===== src/rtl/fma_dot_seq_if.sv =====
// Job, operand-stream, FMA-wiring and result signals of the dot-product sequencer.
// master = job/stream producer, result consumer and external FMA; slave = the sequencer.
interface fma_dot_seq_if #(
  parameter int LEN_W = 8
);
  logic             start;
  logic [31:0]      bias;
  logic [LEN_W-1:0] len;
  logic             busy;

  logic             in_valid;
  logic             in_ready;
  logic [31:0]      in_a;
  logic [31:0]      in_b;

  logic [31:0]      fma_a;
  logic [31:0]      fma_b;
  logic [31:0]      fma_c;
  logic [31:0]      fma_d;

  logic             res_valid;
  logic             res_ready;
  logic [31:0]      res_data;
  logic             res_nan;

  modport master (
    output start, bias, len, in_valid, in_a, in_b, fma_d, res_ready,
    input  busy, in_ready, fma_a, fma_b, fma_c, res_valid, res_data, res_nan
  );

  modport slave (
    input  start, bias, len, in_valid, in_a, in_b, fma_d, res_ready,
    output busy, in_ready, fma_a, fma_b, fma_c, res_valid, res_data, res_nan
  );
endinterface


===== src/rtl/fma_dot_seq.sv =====
// Dot-product-plus-bias sequencer: feeds one operand pair per cycle to an external
// combinational FMA and chains the accumulator through its c input.
module fma_dot_seq #(
  parameter int LEN_W = 8
) (
  input  logic         clk,
  input  logic         rst_n,
  fma_dot_seq_if.slave bus
);

  typedef enum logic [1:0] {
    ST_IDLE = 2'd0,
    ST_RUN  = 2'd1,
    ST_DONE = 2'd2
  } state_e;

  localparam logic [31:0] NAN_PATTERN = 32'hFFFF_FFFF;

  state_e           state_q, state_d;
  logic [31:0]      acc_q, acc_d;
  logic [31:0]      op_a_q, op_a_d;
  logic [31:0]      op_b_q, op_b_d;
  logic             op_vld_q, op_vld_d;
  logic [LEN_W-1:0] remaining_q, remaining_d;
  logic             nan_flag_q, nan_flag_d;

  logic in_ready;
  logic handshake;
  logic res_valid;

  // Guarding in_ready on remaining is what keeps the counter from wrapping.
  assign in_ready  = (state_q == ST_RUN) && (remaining_q != '0);
  assign handshake = bus.in_valid && in_ready;
  assign res_valid = (state_q == ST_DONE);

  always_comb begin
    // NOTE: every variable gets a default before any branch, so no path leaves it
    // unassigned and no latch is inferred.
    state_d     = state_q;
    acc_d       = acc_q;
    op_a_d      = op_a_q;
    op_b_d      = op_b_q;
    op_vld_d    = 1'b0;
    remaining_d = remaining_q;
    nan_flag_d  = nan_flag_q;

    // The FMA result is only meaningful when the operand registers hold a live pair.
    if (op_vld_q) begin
      acc_d = bus.fma_d;
      if (bus.fma_d == NAN_PATTERN) begin
        nan_flag_d = 1'b1;
      end
    end

    case (state_q)
      ST_IDLE: begin
        if (bus.start) begin
          acc_d       = bus.bias;
          remaining_d = bus.len;
          nan_flag_d  = 1'b0;
          state_d     = (bus.len != '0) ? ST_RUN : ST_DONE;
        end
      end
      ST_RUN: begin
        if (handshake) begin
          op_a_d      = bus.in_a;
          op_b_d      = bus.in_b;
          op_vld_d    = 1'b1;
          remaining_d = remaining_q - LEN_W'(1);
        end
        // Final pair is in the FMA: its result lands in acc on this same edge.
        if (op_vld_q && (remaining_q == '0)) begin
          state_d = ST_DONE;
        end
      end
      ST_DONE: begin
        if (bus.res_ready) begin
          state_d = ST_IDLE;
        end
      end
      default: begin
        state_d = ST_IDLE;
      end
    endcase
  end

  // NOTE: sequential state uses non-blocking assignments so every flop samples
  // the pre-edge values computed above, independent of statement order.
  always_ff @(posedge clk or negedge rst_n) begin
    if (!rst_n) begin
      state_q     <= ST_IDLE;
      acc_q       <= '0;
      op_a_q      <= '0;
      op_b_q      <= '0;
      op_vld_q    <= 1'b0;
      remaining_q <= '0;
      nan_flag_q  <= 1'b0;
    end else begin
      state_q     <= state_d;
      acc_q       <= acc_d;
      op_a_q      <= op_a_d;
      op_b_q      <= op_b_d;
      op_vld_q    <= op_vld_d;
      remaining_q <= remaining_d;
      nan_flag_q  <= nan_flag_d;
    end
  end

  assign bus.busy      = (state_q != ST_IDLE);
  assign bus.in_ready  = in_ready;
  assign bus.fma_a     = op_a_q;
  assign bus.fma_b     = op_b_q;
  assign bus.fma_c     = acc_q;
  assign bus.res_valid = res_valid;
  assign bus.res_data  = res_valid ? acc_q : '0;
  assign bus.res_nan   = res_valid ? nan_flag_q : 1'b0;

endmodule

===== src/flat_wrapper.sv =====
// flat-port wrapper written by rule: the top's interface ports become plain ports
module fma_dot_seq_flat 
#(
  parameter int LEN_W = 8
)
  (clk, rst_n, bus_start, bus_bias, bus_len, bus_in_valid, bus_in_a, bus_in_b, bus_fma_d, bus_res_ready, bus_busy, bus_in_ready, bus_fma_a, bus_fma_b, bus_fma_c, bus_res_valid, bus_res_data, bus_res_nan);
  fma_dot_seq_if #(.LEN_W(LEN_W)) bus_i ();
  input  logic clk;
  input  logic rst_n;
  input wire logic [$bits(bus_i.start)-1:0] bus_start;
  input wire logic [$bits(bus_i.bias)-1:0] bus_bias;
  input wire logic [$bits(bus_i.len)-1:0] bus_len;
  input wire logic [$bits(bus_i.in_valid)-1:0] bus_in_valid;
  input wire logic [$bits(bus_i.in_a)-1:0] bus_in_a;
  input wire logic [$bits(bus_i.in_b)-1:0] bus_in_b;
  input wire logic [$bits(bus_i.fma_d)-1:0] bus_fma_d;
  input wire logic [$bits(bus_i.res_ready)-1:0] bus_res_ready;
  output wire logic [$bits(bus_i.busy)-1:0] bus_busy;
  output wire logic [$bits(bus_i.in_ready)-1:0] bus_in_ready;
  output wire logic [$bits(bus_i.fma_a)-1:0] bus_fma_a;
  output wire logic [$bits(bus_i.fma_b)-1:0] bus_fma_b;
  output wire logic [$bits(bus_i.fma_c)-1:0] bus_fma_c;
  output wire logic [$bits(bus_i.res_valid)-1:0] bus_res_valid;
  output wire logic [$bits(bus_i.res_data)-1:0] bus_res_data;
  output wire logic [$bits(bus_i.res_nan)-1:0] bus_res_nan;
  assign bus_i.start = bus_start;
  assign bus_i.bias = bus_bias;
  assign bus_i.len = bus_len;
  assign bus_i.in_valid = bus_in_valid;
  assign bus_i.in_a = bus_in_a;
  assign bus_i.in_b = bus_in_b;
  assign bus_i.fma_d = bus_fma_d;
  assign bus_i.res_ready = bus_res_ready;
  assign bus_busy = bus_i.busy;
  assign bus_in_ready = bus_i.in_ready;
  assign bus_fma_a = bus_i.fma_a;
  assign bus_fma_b = bus_i.fma_b;
  assign bus_fma_c = bus_i.fma_c;
  assign bus_res_valid = bus_i.res_valid;
  assign bus_res_data = bus_i.res_data;
  assign bus_res_nan = bus_i.res_nan;
  fma_dot_seq #(.LEN_W(LEN_W)) u_core (.clk(clk), .rst_n(rst_n), .bus(bus_i));
endmodule

===== config.mk =====
export PLATFORM = sky130hd
export DESIGN_NAME = fma_dot_seq_flat
export DESIGN_NICKNAME = d
export VERILOG_FILES = /design/src/rtl/fma_dot_seq_if.sv /design/src/rtl/fma_dot_seq.sv /design/src/flat_wrapper.sv
export SDC_FILE = /design/constraint.sdc
export NUM_CORES = 1
export LEC_CHECK = 0
export CAP_MARGIN = 20
export CORE_MARGIN = 2
export CORE_UTILIZATION = 40
export CTS_BUF_LIST = sky130_fd_sc_hd__clkbuf_4
export DETAILED_ROUTE_END_ITERATION = 10
export GPL_TIMING_DRIVEN = 0
export MAX_ROUTING_LAYER = met4
export PLACE_DENSITY = 0.83
export SLEW_MARGIN = 20
export SYNTH_ARGS = -nofsm -noshare
export SYNTH_HDL_FRONTEND = slang
export SYNTH_SLANG_ARGS = --single-unit
export TNS_END_PERCENT = 20

===== constraint.sdc =====
create_clock -name clk -period 2.4 [get_ports clk]
set_clock_uncertainty 0.2 [all_clocks]
set_input_delay 0.48 -clock clk [delete_from_list [all_inputs] [get_ports clk]]
set_output_delay 0.48 -clock clk [all_outputs]
set_load 0.02 [all_outputs]

==> results.md <==
* Run status: finished clean
* Crit path max-delay family: buffers and inverters
* Largest vdd supply drop at 0.7054 mV
* Final total power at 9.764 mW
* Total count of hold-check failures in the final report at 0
* Total instance count after detailed placement at 963
* Inserted Diodes at 0
* Ratio of total power to cell area at 1233 nW/um2
* Pre-CTS setup slack at -0.3231 ns
* CTS tree: built
* Peak fanout along the critical path at 4
* Required time at the worst-slack endpoint at 1.72 ns
* Total detailed-routing wirelength at 16.39 mm
* Num Clock Sinks at 108
* Syn avg cell area at 9.067 um2
* Maximum operating frequency at 0.4331 GHz
* Die span in y at 114.9 um
* Area growth syn-to-layout at 60.81%
* Antenna Violating Nets Remaining at 0
* Critical path, cell by cell: buf_4 > nor2_1 > inv_1 > dlygate4sd2_1
* CP Buf/Inv Count at 3
* Synthesis warning total at 0
* Async SR Flop Fraction at 100.0%
* Number of vias after detailed routing at 4902
* Minimum clock period after layout at 2.309 ns
* Share of total power in sequential cells at 33.7%
* Fraction of post-synthesis cell area in the top cell type by area at 54.89%
* Net switching power figure at 4.225 mW
* Data arrival at the endpoint of the critical path at 1.63 ns
* Core Rows at 40
* Full die area at 13210 um2
* Largest net degree at the start of global routing at 61
* Hold path startpoint: u_core.bus.fma_b[15]
* Count of non-filler cells in the finished layout at 982
* Initial Util at 40.99%
* Core region area at 12010 um2
* Clock network fraction of design power at 9.6%
* H-tree Lvls at 3
* Worst R2R Path Depth at 6
* Final worst slack at 0.09111 ns
* Unique masters post-synth at 40
* Slew of the pin with the lowest slew margin at 0.4684 ns
* Via count of the first global-routing pass at 5175
* Iteration-0 DRC Markers at 252
* Source of the worst register-to-register timing path: u_core.state_q[1]
* DRT Pass-1 Iters at 7
* Worst setup slack for register-to-register paths at 0.30 ns
* Number of instances in the synthesized netlist at 543
* Number of register bits inferred by synthesis at 108
* Horizontal die dimension at 114.9 um
* Post-route standard cell area excluding fillers at 7918 um2
* Relative slew slack at 68.49%
* Final clock period utilization by the worst path at 96.20%
* Maximum count of clock buffers along a single path at 2
* Commonest register cell after synthesis: sky130_fd_sc_hd__dfrtp_1
* Boundary Pins at 273
* Post-Synthesis Cell Area at 4923 um2
* Hold crit path type: register to register
* RSZ-0062 raised after global routing: true
* Type of destination of the critical path: output pin
* Aggregate global routing overflow at 0
* Commonest cells in the netlist: 229 x sky130_fd_sc_hd__nand2_1, 108 x sky130_fd_sc_hd__dfrtp_1, 34 x sky130_fd_sc_hd__and2_1
* Classification of the worst setup path: register to output pin
* Most numerous cell in the Yosys netlist: sky130_fd_sc_hd__nand2_1
* Gate power share at 56.6%
* Hold Path Sink: u_core.bus.fma_b[15]
* Share of final-layout standard cells stronger than drive strength 1 at 10.06%
* Final #Nets at 973
* Number of failing setup endpoints in the final timing report at 0
* Number of flops mapped to enable cells by yosys at 0
* Total global-route track usage at 25.45%
* Crit Reg-Reg Endpoint: u_core.bus.fma_c[23]
* Synth area leader: sky130_fd_sc_hd__dfrtp_1
* Vias/cell at 4.992
* Net count of the mapped netlist at 686
* Filler cell count at 1006
* Total of buffers placed on input and output ports at 272
* Top post-synthesis cells by area: sky130_fd_sc_hd__dfrtp_1 55%, sky130_fd_sc_hd__nand2_1 17%, sky130_fd_sc_hd__mux2i_1 6.3%
* Number of pins with negative max-slew slack in the final report at 0
* Startpoint type of the worst setup path: register
* Clock slew at reported path FFs at 0.17 ns
* RD Place Congestion at 0.8949
* Number of stages on the worst hold path at 2
* Sw Share at 43.27%
* Maximum Capacitance Violations at 0
* Number of antenna violations at the first check in global routing at 0
* Clock latency on the worst-skew pair at 0.45 ns
* Placed cell area at 7859 um2
* Wire per inst at 16.69 um
* Slowest stage delay, CP at 0.42 ns
* Sequential cell area fraction in the yosys report at 54.89%
* Clock root cell: sky130_fd_sc_hd__clkbuf_4
* Final core area utilization at 65.92%
* First-pass GRT wire length at 25.41 mm
* DRC violations left at 0
* Cell-internal power at 5.539 mW
* Detailed-placement wirelength estimate at 12.77 mm
* Static leakage power at 3.654 nW
* Cell with the largest stage delay on the worst path: sky130_fd_sc_hd__dfrtp_1
* TritonCTS Buffers at 9
kinds of logic (layout without fill, tap and decap cells):
family          after synthesis  count (layout)  synth area share, %
simple gates                307             307                26.96
fa+ha+maj                     2               2               0.5082
compound gates               58              58                7.166
mux                          31              31                6.302
buf+inv                      37             329                4.168
flops                       108             108                54.89
worst max path at each step:
stage | depth (start not counted) | start | to | slack (ns)
final | 4 | u_core.state_q[1] | bus_busy | 0.09
after global routing | 4 | u_core.state_q[1] | bus_busy | -0.02
after CTS | 4 | u_core.state_q[0] | bus_res_data[0] | -0.12
after detailed placement | 4 | u_core.state_q[0] | bus_res_data[14] | -0.32
after global placement | 1 | rst_n | u_core.bus.fma_c[2] | -3.41
after floorplan | 3 | u_core.state_q[0] | bus_res_data[18] | 0.39
power groups by stage:
stage | clock (mW) | sequential (mW) | combinational, mW
2_1_floorplan | 0 | 4.15 | 1.96
3_3_place_gp | 0 | 3.27 | 5.48
3_5_place_dp | 0 | 3.31 | 5.61
4_1_cts | 0.981 | 3.27 | 5.61
5_1_grt | 1.04 | 3.39 | 5.97
6_report | 0.941 | 3.29 | 5.53
worst min-delay path: stages (launching register included):
cell                      delay [ns]
sky130_fd_sc_hd__dfrtp_1        0.38
sky130_fd_sc_hd__nand2_1        0.05
sky130_fd_sc_hd__nand2_1        0.05
placed cells by master (no fill, tap or decap), types with 5 or more instances in the layout:
cell type                         count
sky130_fd_sc_hd__a21oi_1              5
sky130_fd_sc_hd__and2_1              33
sky130_fd_sc_hd__buf_2               35
sky130_fd_sc_hd__buf_4                8
sky130_fd_sc_hd__buf_6               10
sky130_fd_sc_hd__clkbuf_1            10
sky130_fd_sc_hd__clkbuf_4            10
sky130_fd_sc_hd__clkdlybuf4s50_1    235
sky130_fd_sc_hd__dfrtp_1            106
sky130_fd_sc_hd__inv_1                5
sky130_fd_sc_hd__mux2i_1             31
sky130_fd_sc_hd__nand2_1            229
sky130_fd_sc_hd__nand3_1              8
sky130_fd_sc_hd__nand4_1              7
sky130_fd_sc_hd__nor2_1              12
sky130_fd_sc_hd__o21ai_0             33
flip-flops by register name (all words and copies together), names as in the netlist:
signal              flops
u_core.bus.fma_a       32
u_core.bus.fma_b       32
u_core.bus.fma_c       32
u_core.remaining_q      8
u_core.state_q          2
u_core.nan_flag_q       1
u_core.op_vld_q         1
area by class of cell:
type                            count  area (um2)  area share (%)
Timing Repair Buffer              276        2623           33.12
Buffer                             31       203.9           2.576
Clock inverter                      7       75.07          0.9482
Multi-Input combinational cell    398        2032           25.66
Tap cell                          147       183.9           2.323
Clock buffer                        9       67.56          0.8534
Inverter                            6       27.53          0.3477
Sequential cell                   108        2705           34.17
metrics by stage:
stage                     hold slack (ns)  setup TNS [ns]
final                              0.2980               0
after global routing               0.2911        -0.02730
after CTS                          0.2849          -1.591
after detailed placement           0.2472          -6.423
after global placement             0.2564         -373.22
after floorplan                  -0.01559               0
metal layers:
layer	vias up	global-route usage [%]	routed length, um
met5	-	-	0
met4	0	9.639	397
met3	30	5.588	1280
met2	238	42.98	8152
met1	2299	29.79	6558
li1	2335	-	-
what timing repair did:
| item | CTS | global route |
|---|---|---|
| buffers inserted | 1 | 1 |
| hold buffers | 1 | 0 |
| setup endpoints to repair | 36 | 33 |
| endpoints found under the hold margin | 48 | 0 |
| gates resized for setup | 111 | 50 |
Power figures use the tool's default switching activity.
